===== src/rtl/sgd_pkg.sv =====
// sgd_pkg: shared states, constants and helpers for the SGD engine blocks
`ifndef NUM_BITS_PER_BANK
`define NUM_BITS_PER_BANK 8
`endif
`ifndef DIS_X_BIT_DEPTH
`define DIS_X_BIT_DEPTH 12
`endif
`ifndef BIT_WIDTH_OF_BANK
`define BIT_WIDTH_OF_BANK 5
`endif
`ifndef ENGINE_NUM_WIDTH
`define ENGINE_NUM_WIDTH 3
`endif
package sgd_pkg;
  localparam int NW_SHIFT = `BIT_WIDTH_OF_BANK + `ENGINE_NUM_WIDTH;
  typedef enum logic [2:0] {IDLE, CMD, DATA, DONE, WAIT_LOW} wb_state_e;
  function automatic logic [11:0] calc_num_words(input logic [31:0] dimension);
    return 12'(dimension >> NW_SHIFT) + 12'(|dimension[NW_SHIFT-1:0]);
  endfunction
endpackage


===== src/rtl/sgd_wb_fifo.sv =====
// sgd_wb_fifo: synchronous beat buffer with occupancy count
module sgd_wb_fifo #(
  parameter int W = 32,
  parameter int DEPTH = 8,
  localparam int AW = DEPTH > 1 ? $clog2(DEPTH) : 1,
  localparam int CW = $clog2(DEPTH + 1)
) (
  input  logic          clk,
  input  logic          rst,
  input  logic          push,
  input  logic [W-1:0]  din,
  input  logic          pop,
  output logic [W-1:0]  dout,
  output logic [CW-1:0] count
);
  logic [W-1:0] mem [DEPTH];
  logic [AW-1:0] wr_ptr, rd_ptr;
  function automatic logic [AW-1:0] inc(input logic [AW-1:0] p);
    return p == AW'(DEPTH - 1) ? '0 : p + 1'b1;
  endfunction
  always_ff @(posedge clk or posedge rst)
    if (rst) begin
      wr_ptr <= '0;
      rd_ptr <= '0;
      count <= '0;
    end else begin
      if (push) wr_ptr <= inc(wr_ptr);
      if (pop) rd_ptr <= inc(rd_ptr);
      count <= count + CW'(push) - CW'(pop);
    end
  always_ff @(posedge clk)
    if (push) mem[wr_ptr] <= din;
  assign dout = mem[rd_ptr];
endmodule


===== src/rtl/sgd_x_host_wb.sv =====
// sgd_x_host_wb: streams the model BRAM back to host memory as burst write commands
`ifndef NUM_BITS_PER_BANK
`define NUM_BITS_PER_BANK 8
`endif
`ifndef DIS_X_BIT_DEPTH
`define DIS_X_BIT_DEPTH 12
`endif
module sgd_x_host_wb import sgd_pkg::*; #(
  parameter int DATA_W = `NUM_BITS_PER_BANK * 32,
  parameter int ADDR_W = `DIS_X_BIT_DEPTH,
  parameter int RD_LAT = 2,
  parameter int MAX_BURST = 64,
  parameter int FIFO_DEPTH = 8
) (
  input  logic              clk,
  input  logic              rst,
  input  logic              writing_x_to_host_memory_en,
  output logic              writing_x_to_host_memory_done,
  input  logic [31:0]       dimension,
  input  logic [63:0]       x_host_base_addr,
  output logic              x_rd_en,
  output logic [ADDR_W-1:0] x_rd_addr,
  input  logic [DATA_W-1:0] x_rd_data,
  output logic              wb_cmd_valid,
  input  logic              wb_cmd_ready,
  output logic [63:0]       wb_cmd_addr,
  output logic [7:0]        wb_cmd_len,
  output logic              wb_data_valid,
  input  logic              wb_data_ready,
  output logic [DATA_W-1:0] wb_data,
  output logic              wb_data_last,
  output logic              wb_busy
);
  localparam int CW = $clog2(FIFO_DEPTH + 1);
  wb_state_e state, nxt;
  logic en_q, en_qq, start, push, pop, last_pop, more;
  logic [11:0] num_words, word_idx, rem;
  logic [7:0] burst_len, issued, sent;
  logic [RD_LAT-1:0] vld;
  logic [CW-1:0] in_flight, fifo_cnt;
  logic [DATA_W-1:0] fifo_dout;
  assign start = state == IDLE && en_q && !en_qq;
  assign rem = num_words - word_idx;
  assign push = vld[RD_LAT-1];
  assign wb_cmd_valid = state == CMD;
  assign wb_cmd_len = wb_cmd_valid ? (rem > 12'(MAX_BURST) ? 8'(MAX_BURST) : rem[7:0]) : '0;
  assign wb_cmd_addr = wb_cmd_valid ? x_host_base_addr + 64'(word_idx) * 64'(DATA_W / 8) : '0;
  // Reads in flight plus buffered beats never exceed the buffer, so no push can be lost
  assign x_rd_en = state == DATA && issued < burst_len && 32'(in_flight) + 32'(fifo_cnt) < FIFO_DEPTH;
  assign x_rd_addr = ADDR_W'(word_idx + 12'(issued));
  assign wb_data_valid = state == DATA && fifo_cnt != '0;
  assign wb_data = wb_data_valid ? fifo_dout : '0;
  assign wb_data_last = wb_data_valid && sent == burst_len - 8'd1;
  assign pop = wb_data_valid && wb_data_ready;
  assign last_pop = pop && wb_data_last;
  assign more = word_idx + 12'(burst_len) < num_words;
  assign writing_x_to_host_memory_done = state == DONE;
  assign wb_busy = state != IDLE;
  always_ff @(posedge clk or posedge rst)
    if (rst) state <= IDLE;
    else state <= nxt;
  always_comb begin
    nxt = state;
    unique case (state)
      IDLE:     nxt = start ? (calc_num_words(dimension) != '0 ? CMD : DONE) : IDLE;
      CMD:      nxt = wb_cmd_ready ? DATA : CMD;
      DATA:     nxt = last_pop ? (more ? CMD : DONE) : DATA;
      DONE:     nxt = WAIT_LOW;
      WAIT_LOW: nxt = writing_x_to_host_memory_en ? WAIT_LOW : IDLE;
      default:  nxt = IDLE;
    endcase
  end
  // Edge detector resets high so a level held across reset is not taken as a new request
  always_ff @(posedge clk or posedge rst)
    if (rst) begin
      en_q <= 1'b1;
      en_qq <= 1'b1;
      num_words <= '0;
      word_idx <= '0;
      burst_len <= '0;
      issued <= '0;
      sent <= '0;
      vld <= '0;
      in_flight <= '0;
    end else begin
      en_q <= writing_x_to_host_memory_en;
      en_qq <= en_q;
      vld <= RD_LAT'({vld, x_rd_en});
      in_flight <= in_flight + CW'(x_rd_en) - CW'(push);
      if (start) begin
        num_words <= calc_num_words(dimension);
        word_idx <= '0;
      end
      if (wb_cmd_valid && wb_cmd_ready) begin
        burst_len <= wb_cmd_len;
        issued <= '0;
        sent <= '0;
      end
      if (x_rd_en) issued <= issued + 8'd1;
      if (pop) sent <= sent + 8'd1;
      if (last_pop) word_idx <= word_idx + 12'(burst_len);
    end
  sgd_wb_fifo #(.W(DATA_W), .DEPTH(FIFO_DEPTH)) u_fifo (
    .clk(clk), .rst(rst), .push(push), .din(x_rd_data),
    .pop(pop), .dout(fifo_dout), .count(fifo_cnt)
  );
endmodule


===== config.mk =====
export PLATFORM = sky130hd
export DESIGN_NAME = sgd_x_host_wb
export DESIGN_NICKNAME = d
export VERILOG_FILES = /design/src/rtl/sgd_pkg.sv /design/src/rtl/sgd_wb_fifo.sv /design/src/rtl/sgd_x_host_wb.sv
export SDC_FILE = /design/constraint.sdc
export NUM_CORES = 2
export LEC_CHECK = 0
export BUFFER_PORTS_ARGS = -buffer_cell sky130_fd_sc_hd__buf_2
export CAP_MARGIN = 10
export CORE_MARGIN = 2
export CORE_UTILIZATION = 62
export CTS_BUF_LIST = sky130_fd_sc_hd__clkbuf_8
export CTS_CLUSTER_SIZE = 12
export DETAILED_ROUTE_END_ITERATION = 16
export PLACE_DENSITY_LB_ADDON = 0.25
export SLEW_MARGIN = 20
export SYNTH_ARGS = -nofsm -noshare
export SYNTH_HDL_FRONTEND = slang
export SYNTH_SLANG_ARGS = --single-unit

===== constraint.sdc =====
create_clock -name clk -period 23.9 [get_ports clk]
set_input_delay 2.39 -clock clk [delete_from_list [all_inputs] [get_ports clk]]
set_output_delay 2.39 -clock clk [all_outputs]
set_load 0.05 [all_outputs]

==> summary.txt <==
Status: finished, final reports clean
Synth Warn #: 0
Count of cell types in the netlist: 80
Fin cells: 7146
Antenna Nets Post-Route: 0
Worst path arrival time: 5.51 ns
Post-route cell area: 0.09625 sq mm
Post-CTS setup buffer count: 0
Core Area: 0.1355 sq mm
Crit path time final: 7.901 ns
Pleak: 33.29 nW
Total GRT Usage: 27.00%
Reg2reg end: u_fifo.count[2]
Starting Density: 62.46%
Die Y: 373.4 um
Gpl congestion: 0.8835
Vias in the first global route: 44.66k
Worst setup SP type: flop
Critical path type: reg2out
Hold Path Sink: vld[1]
Synthesized area per cell: 20.29 sq um
# resized after CTS: 0
Hold WC Path Type: reg2reg
Share of cells above drive strength 1: 31.86%
Post-synth ARST share: 3.259%
Ys flop type: edfxtp_1
DRC: 0
Clock transition at the registers of the reported paths: 0.06 ns
Initial antenna violation count: 98
Die W: 373.4 um
Total power per unit cell area: 107.9 mW/mm^2
Seq cells post-synth: 2117
Gr ovfl total: 0
Largest net degree at the start of global routing: 164
Syn_nets: 4612
Initial DRT Pass Iterations: 5
Total power: 10.39 mW
Cell Count Post-Placement: 6505
Hpwl dp: 106200 um
Sequential element share of the synthesized area: 74.72%
Area Growth Syn to Fin: 13.75%
Fmax: 126.6 MHz
Placed inst area: 0.09018 sq mm
Crit end category: primary output
Sum of negative setup slack: 0 ns
Clock Tree Root: clkbuf_8
Vias: 43.55k
DRT iter0 DRCs: 3459
Ports: 703
Worst Tran Pin Value: 1.255 ns
Max-cap violations: 0
RSZ-0062 raised after global routing: no
First-pass GRT wire length: 277200 um
Longest Clk Path Bufs: 4
Ranking of synthesized cells by area: edfxtp_1 (73%), mux4_2 (14%), mux2i_1 (3.1%), dfrtp_1 (2.0%), nor2_1 (1.6%)
Fin nets: 5513
Synthesized instance count: 4171
Worst slack on hold paths: 0.3556 ns
Die ar.: 0.1395 sq mm
TritonCTS Sinks: 2117
Worst Path Required: 21.51 ns
Final-layout fill cell count: 8199
Worst hold start: vld[0]
Reg2reg path depth: 14
Most common cell in the netlist: edfxtp_1
Final hold viol count: 0
Avg WL per Cell: 26.28 um
Hold-critical path depth: 0
H-Tree Depth: 5
Relative slew slack: 16.33%
Port buffer count: 689
Total Wirelength: 187800 um
CTS tree: yes
Clk_lat worst skew: 1.02 ns
Max IR drop VDD: 0.00009525 V
CTS Hold Buffers Added: 0
Reg2Reg Setup Slack: 19.29 ns
Vias per std cell: 6.094
Cell type with the largest total area after synthesis: edfxtp_1
Crit path max fanout: 76
Final period utilization: 33.06%
Synth top cells by count: edfxtp_1 (2048), mux4_2 (512), nor2_1 (360)
R2R Path Start: u_fifo.count[2]
Setup Skew: 0.06714 ns
Share of the synthesized area in the top cell type: 72.68%
Mapped Area: 0.08462 sq mm
Setup violators final: 0
Row cnt: 135
Number of synthesized flops with an enable pin: 2048
Num CTS Buffers: 344
Critical Path Start: u_fifo.rd_ptr[1]
Max-slew violations: 0
-- layout by cell type, fill, tap and decap left out, types with 29 or more instances in the layout --
master,n
diode_2,42
nand2_1,68
dfrtp_1,64
buf_4,48
mux4_2,512
nand3_1,52
clkbuf_8,355
xnor2_1,52
buf_2,689
clkinv_1,94
nor2_1,354
xor2_1,54
ha_1,78
edfxtp_1,2048
inv_1,176
a21oi_1,29
clkinv_2,34
o21ai_0,42
nor3_1,31
mux2i_1,259
-- registers in the layout (all words and copies together), names as in the netlist, 4 cells and up --
| signal | cells |
|---|---|
| u_fifo.count | 4 |
| burst_len | 8 |
| sent | 8 |
| u_fifo.mem | 2048 |
| in_flight | 4 |
| num_words | 12 |
| word_idx | 12 |
| issued | 8 |
-- per-stage QoR --
| stage | utilization (%) | setup slack, ns |
|---|---|---|
| CTS | 70.93 | 15.47 |
| global route | 71.03 | 15.63 |
| detailed placement | 66.57 | 16.45 |
| global placement | 66.57 | 16.42 |
| finish | 71.05 | 16.00 |
| floorplan | - | 4.900 |
-- metal layers --
metal,up-vias,GRT usage (%),wire (um)
li1,18882,-,-
met1,22415,34.93,73270
met3,449,7.406,14140
met5,-,0,424
met4,68,11.58,7280
met2,1732,43.66,92700
-- kinds of logic after synthesis --
family | Yosys count | synth area share (%)
compound gates | 187 | 1.488
xor+xnor | 106 | 1.097
fa+ha+maj | 84 | 1.295
buf+inv | 266 | 1.242
flops | 2117 | 74.72
mux | 776 | 16.76
other cells | 1 | 0.004432
simple gates | 634 | 3.395
-- power by group --
group	internal, mW	total (mW)	switching, mW
Combinational	1.28	3.33	2.06
Sequential	4.23	4.33	0.0963
Clock	1.39	2.72	1.33
-- worst max path at each step --
| stage | depth (start not counted) | endpoint | slack, ns |
|---|---|---|---|
| detailed placement | 11 | wb_cmd_addr[29] | 16.45 |
| global route | 7 | wb_data[85] | 15.63 |
| global placement | 11 | wb_cmd_addr[29] | 16.42 |
| floorplan | 2 | u_fifo.mem[0][0] | 4.90 |
| finish | 7 | wb_data[82] | 16.00 |
| CTS | 7 | wb_data[82] | 15.47 |
-- layout make-up --
class | count | area (sq um) | area share [%]
Timing Repair Buffer | 752 | 4106 | 4.266
Sequential cell | 2117 | 63240 | 65.70
Multi-Input combinational cell | 1788 | 20410 | 21.20
Clock buffer | 355 | 4886 | 5.076
Antenna cell | 42 | 105.1 | 0.1092
Clock inverter | 242 | 1022 | 1.062
Tap cell | 1781 | 2228 | 2.315
Inverter | 69 | 259.0 | 0.2691
-- critical path: stages (launching register included) --
cell and delay, ns:
dfrtp_4 0.75, buf_4 0.68, buf_4 0.93, buf_6 0.70
mux4_2 0.40, mux2i_1 0.70, nor2_1 0.06, buf_2 0.25
(Power assumes the default switching activity.)
